## config.mk

```make
export PLATFORM = sky130hd
export DESIGN_NAME = vga_fb_port_scheduler
export DESIGN_NICKNAME = d
export VERILOG_FILES = /design/src/rtl/vga_fb_pkg.sv /design/src/rtl/vga_sync_delay.sv /design/src/rtl/vga_fb_port_scheduler.sv
export SDC_FILE = /design/constraint.sdc
export NUM_CORES = 1
export LEC_CHECK = 0
export ABC_AREA = 0
export CAP_MARGIN = 20
export CORE_MARGIN = 1
export CORE_UTILIZATION = 40
export DETAILED_ROUTE_END_ITERATION = 8
export HOLD_SLACK_MARGIN = 0.02
export PLACE_DENSITY = 0.86
export SLEW_MARGIN = 10
export SYNTH_ARGS = -nofsm -noshare
export SYNTH_HDL_FRONTEND = slang
export SYNTH_HIERARCHICAL = 1
export SYNTH_SLANG_ARGS = --single-unit
```

## constraint.sdc

```tcl
create_clock -name clk -period 5.85 [get_ports clk]
set_input_delay 0.8775 -clock clk [delete_from_list [all_inputs] [get_ports clk]]
set_output_delay 0.8775 -clock clk [all_outputs]
set_load 0.01 [all_outputs]
```

## src/rtl/vga_fb_pkg.sv

```systemverilog
// Shared constants, scheduler state type and framebuffer address helper
// for the VGA framebuffer port scheduler.
package vga_fb_pkg;

    localparam int FB_W   = 320;
    localparam int FB_H   = 240;
    localparam int H_VIS  = 640;
    localparam int V_VIS  = 480;
    localparam int PIX_W  = 12;
    localparam int ADDR_W = 17;

    typedef enum logic [1:0] {
        DISABLED,
        ARMED,
        ACTIVE,
        DRAIN
    } sched_state_t;

    // (y>>1)*320 + (x>>1) as shift-add: 320 = 256 + 64.
    function automatic logic [ADDR_W-1:0] fb_addr(
        input logic [9:0] x,
        input logic [9:0] y
    );
        logic [ADDR_W-1:0] row;
        logic [ADDR_W-1:0] col;
        row = ADDR_W'(y >> 1);
        col = ADDR_W'(x >> 1);
        return (row << 8) + (row << 6) + col;
    endfunction

endpackage

```

## src/rtl/vga_sync_delay.sv

```systemverilog
// N-stage delay for {DE, h_sync, v_sync} so they line up with the pixel.
// Ports: clk, reset, de/h_sync/v_sync in, de_d/h_sync_d/v_sync_d out.
module vga_sync_delay #(
    parameter int N = 2
) (
    input  logic clk,
    input  logic reset,
    input  logic de,
    input  logic h_sync,
    input  logic v_sync,
    output logic de_d,
    output logic h_sync_d,
    output logic v_sync_d
);

    logic [N-1:0] de_sr;
    logic [N-1:0] hs_sr;
    logic [N-1:0] vs_sr;

    // Syncs are active-low, so their idle/reset level is 1.
    always_ff @(posedge clk or posedge reset) begin
        if (reset) begin
            de_sr <= '0;
            hs_sr <= '1;
            vs_sr <= '1;
        end else begin
            de_sr[0] <= de;
            hs_sr[0] <= h_sync;
            vs_sr[0] <= v_sync;
            for (int i = 1; i < N; i++) begin
                de_sr[i] <= de_sr[i-1];
                hs_sr[i] <= hs_sr[i-1];
                vs_sr[i] <= vs_sr[i-1];
            end
        end
    end

    assign de_d     = de_sr[N-1];
    assign h_sync_d = hs_sr[N-1];
    assign v_sync_d = vs_sr[N-1];

endmodule

```

## src/rtl/vga_fb_port_scheduler.sv

```systemverilog
// Shares one single-port framebuffer RAM between 2x2-doubled VGA scan-out
// and a writer. Ports: raster in (x/y/DE/syncs), enable, writer valid/ready,
// RAM en/we/addr/wdata/rdata, delayed syncs, rgb and frame_active out.
module vga_fb_port_scheduler
    import vga_fb_pkg::*;
(
    input  logic              clk,
    input  logic              reset,
    input  logic [9:0]        x_pixel,
    input  logic [9:0]        y_pixel,
    input  logic              DE,
    input  logic              h_sync,
    input  logic              v_sync,
    input  logic              enable,
    input  logic              wr_valid,
    input  logic [ADDR_W-1:0] wr_addr,
    input  logic [PIX_W-1:0]  wr_data,
    output logic              wr_ready,
    output logic              mem_en,
    output logic              mem_we,
    output logic [ADDR_W-1:0] mem_addr,
    output logic [PIX_W-1:0]  mem_wdata,
    input  logic [PIX_W-1:0]  mem_rdata,
    output logic              vga_hsync,
    output logic              vga_vsync,
    output logic              vga_de,
    output logic [PIX_W-1:0]  rgb,
    output logic              frame_active
);

    sched_state_t      state;
    sched_state_t      state_nx;
    logic              frame_start;
    logic              scan_on;
    logic              rd_slot;
    logic              rd_d1;
    logic              act_d1;
    logic              act_d2;
    logic [PIX_W-1:0]  pix_q;

    assign frame_start = (x_pixel == 10'd0) && (y_pixel == 10'd0);

    always_comb begin
        state_nx = state;
        unique case (state)
            DISABLED: if (enable) state_nx = ARMED;
            ARMED: begin
                if (!enable)          state_nx = DISABLED;
                else if (frame_start) state_nx = ACTIVE;
            end
            ACTIVE:   if (!enable)     state_nx = DRAIN;
            DRAIN:    if (frame_start) state_nx = DISABLED;
            default:  state_nx = DISABLED;
        endcase
    end

    always_ff @(posedge clk or posedge reset) begin
        if (reset) begin
            state        <= DISABLED;
            frame_active <= 1'b0;
        end else begin
            state        <= state_nx;
            frame_active <= (state_nx == ACTIVE) || (state_nx == DRAIN);
        end
    end

    // frame_active is registered, so on the frame-start pixel itself the
    // scan-out decision follows the state being entered: the pixel at
    // (0,0) belongs to the new frame, not to the one that just ended.
    assign scan_on = frame_start
                   ? ((state_nx == ACTIVE) || (state_nx == DRAIN))
                   : frame_active;

    assign rd_slot  = scan_on && DE && !x_pixel[0];
    assign wr_ready = !rd_slot;

    always_comb begin
        mem_wdata = wr_data;
        if (rd_slot) begin
            mem_en   = 1'b1;
            mem_we   = 1'b0;
            mem_addr = fb_addr(x_pixel, y_pixel);
        end else begin
            mem_en   = wr_valid;
            mem_we   = wr_valid;
            mem_addr = wr_addr;
        end
    end

    // Read data arrives one cycle after the read slot; the pixel register
    // then holds for the two raster columns that share the fb pixel.
    always_ff @(posedge clk or posedge reset) begin
        if (reset) begin
            rd_d1  <= 1'b0;
            act_d1 <= 1'b0;
            act_d2 <= 1'b0;
            pix_q  <= '0;
        end else begin
            rd_d1  <= rd_slot;
            act_d1 <= scan_on;
            act_d2 <= act_d1;
            if (rd_d1) pix_q <= mem_rdata;
        end
    end

    vga_sync_delay #(
        .N(2)
    ) u_sync_delay (
        .clk      (clk),
        .reset    (reset),
        .de       (DE),
        .h_sync   (h_sync),
        .v_sync   (v_sync),
        .de_d     (vga_de),
        .h_sync_d (vga_hsync),
        .v_sync_d (vga_vsync)
    );

    assign rgb = (vga_de && act_d2) ? pix_q : '0;

endmodule
```

# After elaboration in Yosys (flattened, before gate mapping)

Cells that the tools add are included.

Flip-flop bits (word level): 24
Input bits: 68
Output and inout port bits: 48
Word-level logic and storage cells: 37

Add/sub/neg operators: 2
Equal/unequal tests: 5
Multiplexer cells: 11
Reduce and logical (&&, ||, !) cells: 10

Operators with widths:

| cell                                          | number |
|---|---|
| zero test 10 bit                              | 2 |
| adder 17 x 15 -> 17 bit                       | 1 |
| adder 17 x 9 -> 17 bit                        | 1 |
| two-way mux 17 bit                            | 1 |
| two-way mux 12 bit                            | 1 |
| two-way mux 2 bit                             | 5 |
| == test 2 bit, second input constant          | 4 |
| one-hot mux 2 bit (4 select lines)            | 1 |
| logical AND 1 bit                             | 4 |
| two-way mux 1 bit                             | 3 |
| == test 2 x 1 -> 1 bit, second input constant | 1 |
| zero test 1 bit                               | 2 |
| zero test 2 bit                               | 1 |
| logical OR 1 bit                              | 1 |

# Depth between registers and ports, before layout

Gate-level depths: netlist (run 1).

Depth in word-level cells: 11
Depth in mapped cells: 8
Mapped depth without buffers: 8

# Modules after synthesis

Netlist (run 1), hierarchy kept.

Modules (own cells, without submodules):

| module                | instances | cells an instance | area an instance (um^2) | sequential area each (um^2) |
|---|---|---|---|---|
| vga_fb_port_scheduler | 1         | 156               | 1706.6                  | 450.4 |
| vga_sync_delay        | 1         | 7                 | 158.9                   | 155.1 |

# Worst setup path after synthesis (run 1)

No wires, ideal clock.

Path type: input to output
From: input x_pixel[9]
To: output mem_addr[15]
Arrival: 2838 ps
Required time: 4973 ps
Slack: 2134 ps
Stages on the path: 7
Path buffers: 0
Cells stage by stage: fa_1 -> fa_1 -> a21oi_1 -> o21ai_0 -> o31ai_1 -> xnor2_1 -> mux2_4

Cells in the longest elaborated chain, start to end: 11
Elaborated cells between the ends (all ways): 14
Those cells by class: 1 x add/sub; 2 x eq/ne; 6 x mux; 5 x reduce/logical

RTL lines:

| item                               | RTL line                    | text |
|---|---|---|
| start, declared                    | vga_fb_port_scheduler.sv:9  | `input logic [9:0] x_pixel,` |
| zero test 10 bit                   | vga_fb_port_scheduler.sv:41 | `assign frame_start = (x_pixel == 10'd0) && (y_pixel == 10'd0);` |
| logical AND 1 bit                  | vga_fb_port_scheduler.sv:41 |  |
| two-way mux 2 bit                  | vga_fb_port_scheduler.sv:49 | `else if (frame_start) state_nx = ACTIVE;` |
| two-way mux 2 bit                  | vga_fb_port_scheduler.sv:48 | `if (!enable) state_nx = DISABLED;` |
| one-hot mux 2 bit (4 select lines) | vga_fb_port_scheduler.sv:45 | `unique case (state)` |
| == test 2 bit                      | vga_fb_port_scheduler.sv:71 | `? ((state_nx == ACTIVE) \|\| (state_nx == DRAIN))` |
| logical OR 1 bit                   | vga_fb_port_scheduler.sv:71 |  |
| two-way mux 1 bit                  | vga_fb_port_scheduler.sv:71 |  |
| logical AND 1 bit (2 in a row)     | vga_fb_port_scheduler.sv:74 | `assign rd_slot = scan_on && DE && !x_pixel[0];` |
| two-way mux 17 bit (*)             | vga_fb_port_scheduler.sv:79 | `if (rd_slot) begin` |
| end, declared                      | vga_fb_port_scheduler.sv:21 | `output logic [ADDR_W-1:0] mem_addr,` |

Every way passes the cells marked *; elsewhere a longest branch is shown, timed or not.

# Final worst setup path (run 1)

From: input y_pixel[1]
To: output mem_addr[15]

Cells in the longest elaborated chain, start to end: 11
Elaborated cells between the ends (all ways): 15
Those cells by class: 2 x add/sub; 2 x eq/ne; 6 x mux; 5 x reduce/logical

RTL lines:

| item                                                                             | RTL line                    | text |
|---|---|---|
| start, declared                                                                  | vga_fb_port_scheduler.sv:10 | `input logic [9:0] y_pixel,` |
| parallel branches: the longest is 10 deep, another holds adder 17 x 15 -> 17 bit | -                           |  |
| two-way mux 17 bit (*)                                                           | vga_fb_port_scheduler.sv:79 |  |

Mark *: on every way between the ends.

==> metrics.yaml, run 1 <==
antennaDiodeCount: 0
relSlewSlack: 0.5528
track_usage: 0.1706
postCtsHoldBufs: 0
hold_class: "flip-flop to flip-flop"
final.min_clock_period_ns: 4.843
start_kind: "primary input"
portBuffers: 91
clock-root-buffer: "clkbuf_8"
power_density_nw_per_um2: 161.5
finalSetupViolCount: 0
internal_power_mw: 0.3440
seq_power_share: 0.382
crit_family: "buffers and inverters"
routed_wl_um: 3994
synth-seq-cells: 24
synth_cell_type_count: 35
grt_pass1_vias: 1592
cts_tree: "yes"
grt_max_degree: 22
drive_above_1_share: 0.1743
rsz0062_at_grt: "false"
synth_cells: 163
initial_core_util: 0.4226
first_pass_iters: 4
row_count: 24
synth_area_um2: 1866
syn-num-nets: 250
cts_buffers: 3
dp_hpwl_um: 3358
gr-total-overflow: 0
cts.sinks: 24
dieArea_um2: 4941
grt_pass1_wl_um: 6837
final_cells: 293
postSynthAreaPerCell_um2: 11.45
tightest_slew_ns: 0.6700
ir_drop_mv: 0.07748
utilization: 0.6278
worst_path_max_delay_cell: "clkdlybuf4s50_1"
io_pins: 116
end_kind: "output pin"
antenna_found_initial: 0
num-fill-cells: 361
crit_required_ns: 4.97
clockBufferDepth: 2
cap_violations: 0
critPathMaxStageDelay_ns: 0.53
fp.dieW_um: 70.29
finalHoldViolCount: 0
path_clk_slew_ns: 0.08
core_area_um2: 4414
path_buf_inv: 2
p_comb_frac: 0.307
routed_via_density: 5.174
outcome: "complete, no violations"
ys_warn_count: 6
die_y_um: 70.29
crit_fanout: 3
finalSetupTns_ns: 0
post_cts_buffers: 0
avgRoutedWirePerCell_um: 13.63
cts_resized: 0
routabilityCongestion: 0.8508
path_class: "primary input to output pin"
p_switching_mw: 0.1037
htreeDepth: 1
postRouteAntennaNets: 0
worstPathCellList: "clkdlybuf4s50_1, fa_1, fa_1, a21oi_1, o21ai_0, o31ai_1, xnor2_1, mux2_4, clkdlybuf4s50_1"
total_power_mw: 0.4477
clockPowerShare: 0.311
nets: 329
min_period_over_period: 0.8279
synth-seq-area-share: 0.3246
num_vias: 1516
drc: 0
leakagePower_nw: 1.311
arrival_ns: 3.97
numPlacedInstances: 289
max_freq_mhz: 206.5
clk_latency_ns: 0.26
skew_ns: 0.003424
first_iter_violations: 97
syn2layout_area_growth_pct: 48.56
switching_share: 0.2317
maxSlewViolCount: 0
==> cell families after synthesis <==
kind of cell	count (synthesis)	synth area share
simple gates	39	0.1207
flops	24	0.3246
fa+ha+maj	19	0.1355
compound gates	18	0.05903
buf+inv	21	0.08384
mux	34	0.2388
xor+xnor	8	0.03756
==> final timing paths <==
| check | start | end | slack (ns) | depth (start not counted) |
|---|---|---|---|---|
| hold / removal | u_sync_delay/hs_sr[0] | u_sync_delay/hs_sr[1] | 0.36 | 0 |
| setup reg to reg | state[1] | rd_d1 | 4.42 | 5 |
| setup / recovery | y_pixel[1] | mem_addr[15] | 1.01 | 9 |
| max in group asynchronous | reset | pix_q[5] | 4.37 | 2 |
| min in group asynchronous | reset | u_sync_delay/de_sr[0] | 0.86 | 2 |
| hold reg to reg | u_sync_delay/hs_sr[0] | u_sync_delay/hs_sr[1] | 0.36 | 0 |
==> synthesized netlist by cell type <==
master     n  area [um^2]
a211oi_1   1        7.510
a21o_1     2        15.01
a21oi_1    6        30.03
a221oi_1   1        8.760
and2_1     1        6.260
and3_1    12        75.07
buf_1      1        3.750
buf_12     2        40.04
buf_4     12        90.09
clkbuf_1   2        7.510
dfrtp_1   20        500.5
dfstp_2    4        105.1
fa_1       2        40.04
ha_1      17        212.7
inv_1      4        15.01
mux2_2    16        180.2
mux2_4    17        255.2
mux2i_1    1        10.01
nand2_1    4        15.01
nand2b_1   2        12.51
nand3_1    1        5.000
nand3b_1   2        15.01
nor2_1     5        18.77
nor2_4     1        11.26
nor2b_1    3        18.77
nor3_1     2        10.01
nor4_1     5        31.28
o211ai_1   1        7.510
o21ai_0    4        20.02
o21bai_1   1        7.510
o22ai_1    1        6.260
o31ai_1    1        7.510
or3_1      1        6.260
xnor2_1    6        52.55
xor2_1     2        17.52
==> flip-flops by register name, summed over array words and instances (netlist names) <==
name	count
rd_d1	1
pix_q	12
u_sync_delay/vs_sr	2
act_d1	1
act_d2	1
state	2
frame_active	1
u_sync_delay/hs_sr	2
u_sync_delay/de_sr	2
==> layer usage <==
metal  GRT usage  part of all wire  up-vias
met2      0.3101              0.48       74
met1      0.1884              0.41      699
met5           0                 0        -
met4     0.05333             0.011        0
met3     0.05051             0.095        6
li1            -                 -      737
==> power groups by stage <==
stage	registers (mW)	clock network, mW	logic, mW
floorplan	0.174	0	0.0775
global placement	0.174	0	0.135
detailed placement	0.174	0	0.138
CTS	0.171	0.143	0.139
global route	0.171	0.149	0.152
finish	0.171	0.139	0.137
==> stage by stage <==
| step | instance area (um^2) | hold WS (ns) | setup WS (ns) |
|---|---|---|---|
| 3_5_place_dp | 2700 | 0.3472 | 0.9900 |
| 2_1_floorplan | 1866 | 0.3312 | 2.134 |
| 3_3_place_gp | 2700 | 0.3313 | 1.061 |
| 6_report | 2771 | 0.3584 | 1.007 |
| 5_1_grt | 2771 | 0.3620 | 0.7829 |
| 4_1_cts | 2771 | 0.3593 | 0.9990 |
==> layout by cell type, fill, tap and decap left out, drive strengths merged, types with 3 or more instances in the layout <==
master,count
clkdlybuf4s50,91
mux2,33
dfrtp,20
ha,17
and3,12
a21oi,6
xnor2,6
nor2,6
nor4,5
nand2,4
inv,4
o21ai,4
dfstp,4
nor2b,3
clkbuf,3
==> layout make-up <==
class | instances | area, um^2 | share of cell area
tap | 52 | 65.06 | 0.02348
clock buffer | 3 | 41.29 | 0.01490
timing repair buffer | 91 | 910.9 | 0.3287
clock inverter | 1 | 30.03 | 0.01084
sequential | 24 | 605.6 | 0.2185
inverter | 4 | 15.01 | 0.005418
multi-input combinational | 118 | 1104 | 0.3982
==> worst reg2reg max path: stages (launching register included) <==
cell and delay [ns]:
dfrtp_1 0.41, nor2b_1 0.21, a21o_1 0.16, nand3b_1 0.08, mux2_4 0.42, inv_1 0.09
No activity file was read; power rests on OpenSTA's default activity.
==> inputs of run 2 (changes only) <==
CORE_UTILIZATION = 37   (was 40)
PLACE_DENSITY = 0.81   (was 0.86)
clock period = 4.87 ns   (was 5.85 ns; I/O delays follow)
==> run 2 against run 1 <==
Net effect: via count down 0.46%; hold slack worse by 0.0058 ns; global-route usage shrank 0.56 points; critical path type unchanged; critical endpoint unchanged; largest power group unchanged.
==> metrics.yaml, run 2 (synthesis gave the netlist of run 1 again) <==
outcome: "complete, no violations"  # unchanged
path_class: "primary input to output pin"  # unchanged
nets: 329  # unchanged
drive_above_1_share: 0.1743  # unchanged
finalHoldViolCount: 0  # unchanged
r2r_slack_ns: 3.44  # was 4.42 ns
finalSetupViolCount: 0  # unchanged
routed_via_density: 4.899  # was 5.174
clk_latency_ns: 0.27  # was 0.26 ns
min_period_over_period: 0.9331
place_area_um2: 2719  # was 2700 um^2
switching_share: 0.2367  # was 0.2317
utilization: 0.5830  # was 0.6278
skew_ns: 0.006471  # was 0.003424 ns
avgRoutedWirePerCell_um: 13.35  # was 13.63 um
row_count: 25  # was 24
antenna_found_initial: 0  # unchanged
clockBufferDepth: 2  # unchanged
largest_register_ffs: 12  # unchanged
antennaDiodeCount: 0  # unchanged
gr-total-overflow: 0  # unchanged
clockPowerShare: 0.315  # was 0.311
reg2reg_depth: 5  # unchanged
worstPathCellList: "clkdlybuf4s50_1, fa_1, fa_1, a21oi_1, o21ai_0, o31ai_1, xnor2_1, mux2_4, clkdlybuf4s50_1"  # unchanged
ir_drop_mv: 0.1148  # was 0.07748 mV
end_kind: "output pin"  # unchanged
final_common_cell: "clkdlybuf4s50_1"  # unchanged
cts_buffers: 3  # unchanged
path_clk_slew_ns: 0.08  # about the same
setup_ws_ns: 0.3259  # was 1.007 ns
hold_ws_ns: 0.3526  # was 0.3584 ns
timing.rr.end: "rd_d1"  # unchanged
fp.dieW_um: 73.01  # was 70.29 um
start_kind: "primary input"  # unchanged
cts_tree: "yes"  # unchanged
dieArea_um2: 5330  # was 4941 um^2
syn2layout_area_growth_pct: 49.56  # was 48.56%
crit_fanout: 3  # unchanged
min_from: "act_d1"  # was u_sync_delay/hs_sr[0]
final_cells: 308  # was 293
postCtsHoldBufs: 0  # unchanged
whs_endpoint: "act_d2"  # was u_sync_delay/hs_sr[1]
hold_class: "flip-flop to flip-flop"  # unchanged
maxSlewViolCount: 0  # unchanged
cts_resized: 0  # unchanged
grt_max_degree: 22  # unchanged
postRouteAntennaNets: 0  # unchanged
grt_pass1_vias: 1581  # was 1,592
portBuffers: 91  # unchanged
whs_path_depth: 0  # unchanged
routabilityCongestion: 0.8617  # was 0.8508
wl_met3_um: 424  # was 380 um
post_cts_buffers: 0  # unchanged
wl_met2_um: 1951  # was 1926 um
total_power_mw: 0.5415  # was 0.4477 mW
initial_core_util: 0.3898  # was 0.4226
routed_wl_um: 4113  # was 3994 um
cap_violations: 0  # unchanged
top_register: "pix_q"  # unchanged
final.min_clock_period_ns: 4.544
internal_power_mw: 0.4134  # was 0.3440 mW
arrival_ns: 3.81  # was 3.97 ns
crit_required_ns: 4.14  # was 4.97 ns
die_y_um: 73.01  # was 70.29 um
num_vias: 1509  # was 1,516
p_switching_mw: 0.1282  # was 0.1037 mW
rsz0062_at_grt: "false"  # unchanged
numPlacedInstances: 304  # was 289
max_freq_mhz: 220.1
drc: 0  # unchanged
pre_cts_ws_ns: 0.3083  # was 0.9900 ns
leakagePower_nw: 1.311  # unchanged
grt_pass1_wl_um: 6837  # unchanged
cts.sinks: 24  # unchanged
worst_path_max_delay_cell: "clkdlybuf4s50_1"  # unchanged
first_pass_iters: 4  # unchanged
io_pins: 116  # unchanged
critPathMaxStageDelay_ns: 0.53  # about the same
relSlewSlack: 0.5293  # was 0.5528
power_density_nw_per_um2: 194.1  # was 161.5 nW/um^2
tightest_slew_ns: 0.7052  # was 0.6700 ns
track_usage: 0.1650  # was 0.1706
core_area_um2: 4786  # was 4414 um^2
finalSetupTns_ns: 0  # unchanged
htreeDepth: 1  # unchanged
stdcell_area_um2: 2790  # was 2771 um^2
clock-root-buffer: "clkbuf_8"  # unchanged
top_layer_used: "met4"  # unchanged
wl_met1_um: 1664  # was 1642 um
p_comb_frac: 0.305  # was 0.307
final_cell_mix: "clkdlybuf4s50_1, dfrtp_1, mux2_4, ha_1, mux2_2"  # unchanged
seq_power_share: 0.380  # was 0.382
worstReg2RegStart: "state[1]"  # unchanged
dp_hpwl_um: 3381  # was 3358 um
first_iter_violations: 11  # was 97
==> run 2: cell counts in the layout (fill, tap and decap cells not counted) <==
No cell type changed its count.
==> run 2: how the worst max path moves through the flow <==
stage,from,cells past startpoint,slack [ns],endpoint
finish,y_pixel[1],9,0.33,mem_addr[15]
global route,y_pixel[3],9,0.16,mem_addr[15]
CTS,y_pixel[3],9,0.31,mem_addr[15]
detailed placement,y_pixel[3],9,0.31,mem_addr[15]
global placement,y_pixel[1],9,0.38,mem_addr[15]
floorplan,x_pixel[9],7,1.45,mem_addr[15]
==> run 2: routing by layer <==
metal	up-vias	global-route usage
met5	-	0
met4	0	0.07407
met3	7	0.05249
met2	76	0.2912
met1	691	0.1796
li1	735	-
==> run 2: final cells by class <==
| cell class | instances | area, um^2 |
|---|---|---|
| multi-input cells | 118 | 1104 |
| clock buffers | 3 | 41.29 |
| repair buffers | 91 | 910.9 |
| well taps | 67 | 83.83 |
| inverters | 4 | 15.01 |
| fillers | 401 | 1996 |
| clock inverters | 1 | 30.03 |
| flip-flops and latches | 24 | 605.6 |
==> run 2: critical path: cells and delay by family <==
kind	cells	cell delay, ns
buf+inv	2	1.00
fa+ha+maj	2	0.96
compound gates	3	0.76
mux	1	0.26
xor+xnor	1	0.10
==> run 2: power groups by stage <==
stage,registers (mW),logic (mW),clock network [mW]
final,0.206,0.165,0.171
after global routing,0.206,0.183,0.179
after CTS,0.206,0.167,0.176
after detailed placement,0.209,0.165,0
after global placement,0.209,0.163,0
after floorplan,0.209,0.0931,0
